File: src/rtl/if_fetch_unit.sv
// ---------------------------------------------------------------------------
// if_fetch_unit
//   Instruction-fetch stage of the 5-stage MIPS pipeline. Owns the PC, drives
//   the synchronous (1-cycle latency) instruction SRAM and hands {ce, pc} to
//   decode. Redirects come from two places: the branch bus resolved in decode
//   and the exception/ERET flush. A branch that resolves while the PC is
//   frozen is parked in a one-entry pending buffer and used on the next
//   advance.
//
// Parameters
//   RESET_PC         first fetch address after reset
//
// Ports
//   clk              clock
//   rst              synchronous, active-high reset
//   stall[5:0]       pipeline stall bus; bit 0 = 1 freezes the PC
//   flush            one-cycle exception/ERET redirect pulse
//   new_pc[31:0]     redirect target, valid with flush
//   br_bus[32:0]     {br_e, br_addr} from decode
//   if_to_id_bus     {ce, pc} to decode
//   inst_sram_en     instruction SRAM enable (= ce)
//   inst_sram_wen    byte write enables, always 4'b0000
//   inst_sram_addr   fetch address (= pc)
//   inst_sram_wdata  write data, always 0
// ---------------------------------------------------------------------------
module if_fetch_unit #(
  parameter logic [31:0] RESET_PC = 32'hBFC0_0000
) (
  input  logic        clk,
  input  logic        rst,
  input  logic [5:0]  stall,
  input  logic        flush,
  input  logic [31:0] new_pc,
  input  logic [32:0] br_bus,
  output logic [32:0] if_to_id_bus,
  output logic        inst_sram_en,
  output logic [3:0]  inst_sram_wen,
  output logic [31:0] inst_sram_addr,
  output logic [31:0] inst_sram_wdata
);

  typedef enum logic {
    PEND_IDLE = 1'b0,
    PEND_HELD = 1'b1
  } pend_state_e;

  // Reset parks the PC one word before the boot vector so that the first
  // ordinary +4 advance after reset release fetches RESET_PC itself.
  localparam logic [31:0] PC_RESET_VAL = RESET_PC - 32'd4;

  pend_state_e pend_state_q;
  logic [31:0] pc_q;
  logic [31:0] pend_addr_q;
  logic        ce_q;

  logic [31:0] pc_d;
  logic        br_e;
  logic [31:0] br_addr;
  logic        pc_stop;
  logic        advance;
  logic        pend_valid;

  // Only bit 0 of the stall bus concerns the PC; the rest belong to later
  // pipeline registers and are deliberately ignored here.
  logic        unused_stall;
  assign unused_stall = ^stall[5:1];

  assign br_e       = br_bus[32];
  assign br_addr    = br_bus[31:0];
  assign pc_stop    = stall[0];
  assign pend_valid = (pend_state_q == PEND_HELD);

  // A flush redirects even while the PC is frozen.
  assign advance = flush | ~pc_stop;

  // Next fetch address, strict priority. A live branch outranks the parked
  // one because it is younger; flush outranks everything and kills both.
  // Targets are passed through as-is: alignment faults are raised downstream.
  always_comb begin
    pc_d = pc_q + 32'd4;
    if (flush) begin
      pc_d = new_pc;
    end else if (br_e) begin
      pc_d = br_addr;
    end else if (pend_valid) begin
      pc_d = pend_addr_q;
    end
  end

  // PC, fetch-enable and pending-branch buffer.
  always_ff @(posedge clk) begin
    if (rst) begin
      pc_q         <= PC_RESET_VAL;
      ce_q         <= 1'b0;
      pend_state_q <= PEND_IDLE;
      pend_addr_q  <= 32'd0;
    end else if (advance) begin
      // Any advance consumes (or, on flush, discards) a parked target.
      pc_q         <= pc_d;
      ce_q         <= 1'b1;
      pend_state_q <= PEND_IDLE;
    end else if (br_e) begin
      // Frozen PC and no flush: remember the branch. A newer branch while
      // still frozen simply overwrites the older target.
      pend_state_q <= PEND_HELD;
      pend_addr_q  <= br_addr;
    end
  end

  // When frozen, pc_q holds, so the SRAM simply re-reads the same word.
  assign inst_sram_en    = ce_q;
  assign inst_sram_addr  = pc_q;
  assign inst_sram_wen   = 4'b0000;
  assign inst_sram_wdata = 32'd0;
  assign if_to_id_bus    = {ce_q, pc_q};

endmodule

File: config.mk
export PLATFORM = sky130hd
export DESIGN_NAME = if_fetch_unit
export DESIGN_NICKNAME = d
export VERILOG_FILES = /design/src/rtl/if_fetch_unit.sv
export SDC_FILE = /design/constraint.sdc
export NUM_CORES = 1
export LEC_CHECK = 0
export CAP_MARGIN = 20
export CORE_MARGIN = 4
export CORE_UTILIZATION = 33
export DETAILED_ROUTE_END_ITERATION = 8
export PLACE_DENSITY = 0.68
export SLEW_MARGIN = 20
export SYNTH_ARGS = -nofsm -noshare
export SYNTH_HDL_FRONTEND = slang
export SYNTH_SLANG_ARGS = --single-unit
File: constraint.sdc
create_clock -name clk -period 1.8 [get_ports clk]
set_input_delay 0.54 -clock clk [delete_from_list [all_inputs] [get_ports clk]]
set_output_delay 0.54 -clock clk [all_outputs]
set_load 0.05 [all_outputs]
-- Word-level counts from Yosys, hierarchy flattened
Cells that the tools add are included.
W data, S select, Z words.
- $add $sub $neg: 1
- muxes and demuxes: 3
- reduce and logical (&&, ||, !) cells: 2
- bitwise operators: 3
- operators by type and width (operator ; number):
    $mux W32 ; 3
    $add A32 B3 Y32 const B ; 1
    $not A1 Y1 ; 2
    $reduce_and A2 Y1 ; 1
    $reduce_or A2 Y1 ; 1
    $or A1 B1 Y1 ; 1
- input port bits: 74
- flip-flop bits (word level): 66
- output and inout bits: 102
- word-level logic and storage cells: 13

-- Depth between registers and ports, before layout
- depth in word-level cells: 4
- mapped depth: 8
- depth with buffers taken out: 6

-- Worst setup path before layout
No wires, ideal clock.
- path kind: flip-flop to flip-flop
- start point: reg pc_q[2], in the netlist inst_sram_addr[2]
- end point: reg pc_q[22], in the netlist inst_sram_addr[22]
- path buffers: 1
- stages on the path, launching flop included: 8
- library setup time: 0.059 ns
- period minus slack after synthesis: 2.253 ns
- arrival time: 2.195 ns
- slack: -0.453 ns
- cells stage by stage: dfxtp_1 ha_1 and4_1 buf_2 nand4_1 or4_1 a21oi_1 o221a_2
- word-level cells in the longest chain between the ends: 4
- ends and longest elaborated chain (element ; RTL line ; source):
    start, declared ; 52 ; logic [31:0] pc_q;
    start signal, assigned ; 99 ; pc_q <= pc_d;
    $add A32 B3 Y32 ; 80 ; pc_d = pc_q + 32'd4;
    $mux W32 ; 85 ; end else if (pend_valid) begin
    $mux W32 ; 83 ; end else if (br_e) begin
    $mux W32 ; 81 ; if (flush) begin
No other way between the ends.
A chain may end at the register's enable or synchronous reset.

-- Worst setup path after layout
- start point: reg pc_q[3], in the netlist inst_sram_addr[3]
- end point: reg pc_q[28], in the netlist inst_sram_addr[28]
Same word-level chain as after synthesis.

==> results.toml <==
[worst_setup_path]
critPathLaunchType = "register"
cp_slowest_cell = "or4_1"
crit_fanout = 5
critPathArrivalTime_ns = 2.04
required_ns = 2.07
end_kind = "register"
crit_chain = "ha_4 -> and4_1 -> buf_6 -> nand4_1 -> or4_1 -> a31oi_1 -> o32a_1"
crit_type = "reg2reg"
cp_slowest_stage_delay_ns = 0.42

[global_route]
grt_use_total_pct = 21.5
antenna_found_initial = 0
grt_max_degree = 58
grt_pass1_wl_mm = 25.6
grt_pass1_vias = 4661
grt_overflow = 0

[sta]
slew_headroom_pct = 66.3
hold_viol = 0
worstMarginPinSlew_ns = 0.506
max_freq_ghz = 0.564
fin_tns_setup_ns = 0
skew_ns = 0.00902
period_needed_ns = 1.77
slew_violations = 0
finalSetupViolCount = 0
final.period_utilization_pct = 98.5
rsz0062_at_grt = "yes"

[logic_synthesis]
avgSynthCellArea_um2 = 7.23
synth_top_family_by_area = "simple AND/OR/NAND/NOR gates"
ys_warn_count = 0
synth-simple-area-share_pct = 24.4
synth_top_cell_by_area = "dfxtp_1"
yosys.area_share.adder_pct = 0.288
ys_types = 54
ys_seq_area_share_pct = 30.4
ys_seq_elements = 66
synthMuxAreaShare_pct = 2.59
async_flop_share_pct = 0
synth_edf_count = 0
synth_compound_area_share_pct = 23.7
synth_xor_area_share_pct = 1.61
synth_cells = 601
synth_flop_cell = "dfxtp_1"
synth_top_area_share_pct = 30.4
synth.area.top_cells = "dfxtp_1 30%, buf_4 12%, nand2_1 9.4%"
synthesis.area_mm2 = 0.00435

[place]
placement.io_buffers = 134
dpl_cell_area_mm2 = 0.00677
place_hpwl_mm = 13.0
gp_congestion = 0.946

[power]
p_per_area_mw_per_mm2 = 782
p_leak_nw = 2.91
ir_drop_mv = 0.633
finalPower_w = 0.00560

[cts]
numCtsBuffers = 9
cts.htree.levels = 3
clk_path_buf_depth = 2
cts_tree = "done"
holdBufCountCts = 0
clock-sinks = 66
root_buffer = "clkbuf_16"
path_clk_slew_ns = 0.06
clock_latency_ns = 0.32

[detailed_routing]
drc_errors = 0
ant_nets = 0
viasPerCell = 5.26
wl_per_cell_um = 17.7
drt_iter0_drc = 542
drt_first_pass_iters = 6
routed_wl_mm = 16.6
vias = 4930

[floorplan]
die_w_um = 123
die_area_mm2 = 0.0151
fp.coreArea_mm2 = 0.0128
initial_core_util_pct = 34.0
die_h_um = 123
placementRows = 41
ioPinCount = 176

[layout]
syn_to_final_growth_pct = 64.7
regArea_mm2 = 0.00138
layout-drive-gt1-share_pct = 29.1
multiInputGateArea_mm2 = 0.00249
num_antenna_cells = 0
fill_cells = 1171
fin_area_mm2 = 0.00716
final_nets = 836

[min_path]
hp-class = "reg2reg"

[run]
max_cap_viol_count = 0

[status]
status = "complete, no violations"
==> critical path: cells and delay by family, from the launching register on <==
kind	cells	cell delay, ns
AOI/OAI and AO/OA	2	0.34
and+or+nand+nor	3	0.75
DFF	1	0.36
adders and majority gates	1	0.13
buffers and inverters	1	0.14
==> Yosys cell counts (7+ instances only) <==
master,number
a21oi_1,65
a22oi_1,9
buf_4,71
nor4_1,10
and3_1,8
buf_2,7
nand4_1,12
o21ai_0,26
nand2_1,109
a31oi_1,14
mux2i_1,9
nor2_1,39
nand3_1,8
clkbuf_1,27
inv_1,11
nor3_1,13
dfxtp_1,66
==> state kept, by name (all words and copies together) (netlist names) <==
name / cells
pend_state_q: 1
inst_sram_en: 1
pend_addr_q: 32
inst_sram_addr: 32
==> power by group <==
part | switching, W | internal, W | total [W] | leakage (nW)
logic | 0.00128 | 0.000984 | 0.00226 | 2.23
registers | 0.0000767 | 0.00155 | 0.00163 | 0.539
clock network | 0.000686 | 0.00102 | 0.00171 | 0.137
total | 0.00204 | 0.00356 | 0.00560 | 2.91
==> repair_timing <==
item	4_1_cts	5_1_grt
gates resized for setup	18	12
endpoints found under the hold margin	0	0
pin swaps	3	5
endpoints found under the setup margin	59	12
setup buffers	1	1
==> kinds of logic (layout without fill, tap and decap cells) <==
kind of cell,after synthesis,in the layout
buf+inv,123,253
flops,66,66
fa+ha+maj,1,1
compound gates,164,164
other cells,1,36
simple gates,227,227
xor+xnor,8,8
mux,11,11
==> metrics by stage <==
step	util (%)	setup WS [ns]	cells	hold WS, ns
final	56.0	0.0264	938	0.453
after global routing	56.0	-0.0711	938	0.471
after CTS	55.7	0.00188	937	0.456
after detailed placement	53.0	-0.607	920	0.449
after global placement	53.0	-0.495	920	0.442
after floorplan	-	-0.0538	636	0.431
==> layout make-up <==
cell class              count  area share [%]
inverters                  12           0.629
well taps                 172            3.01
multi-input cells         447            34.9
flip-flops and latches     66            19.3
clock inverters             5           0.525
clock buffers              11            3.55
repair buffers            225            38.1
==> final timing paths <==
kind / start / endpoint / slack [ns] / cells after the start
max: inst_sram_addr[3]$_SDFFE_PP1P_ / inst_sram_addr[28]$_SDFFE_PP1P_ / 0.03 / 7
min: pend_addr_q[26]$_SDFFE_PP0P_ / pend_addr_q[26]$_SDFFE_PP0P_ / 0.45 / 2
max reg2reg: inst_sram_addr[3]$_SDFFE_PP1P_ / inst_sram_addr[28]$_SDFFE_PP1P_ / 0.03 / 7
min reg2reg: pend_addr_q[26]$_SDFFE_PP0P_ / pend_addr_q[26]$_SDFFE_PP0P_ / 0.45 / 2
==> layer usage <==
metal / up-vias / track usage, % / wire (um)
met5: - / 0 / 0
met4: 0 / 5.53 / 259
met3: 26 / 3.96 / 1590
met2: 274 / 33.0 / 7590
met1: 2294 / 30.9 / 7190
li1: 2336 / - / -
==> cell usage in the layout, fill, tap and decap left out, types with 5 or more instances in the layout <==
cell	n
nor4_1	7
nor2_1	37
buf_4	84
inv_1	11
conb_1	36
dfxtp_4	10
nand4_1	12
nand2_1	109
and3_1	6
clkdlybuf4s50_1	64
dfxtp_2	17
xnor2_1	5
nand2b_1	5
a31oi_1	14
clkbuf_16	10
buf_12	69
a22oi_1	9
nor3_1	11
dfxtp_1	39
o211ai_1	6
nand3_1	6
a221oi_1	6
mux2i_1	9
o21ai_0	23
a21oi_1	65
Power figures use the tool's default switching activity.
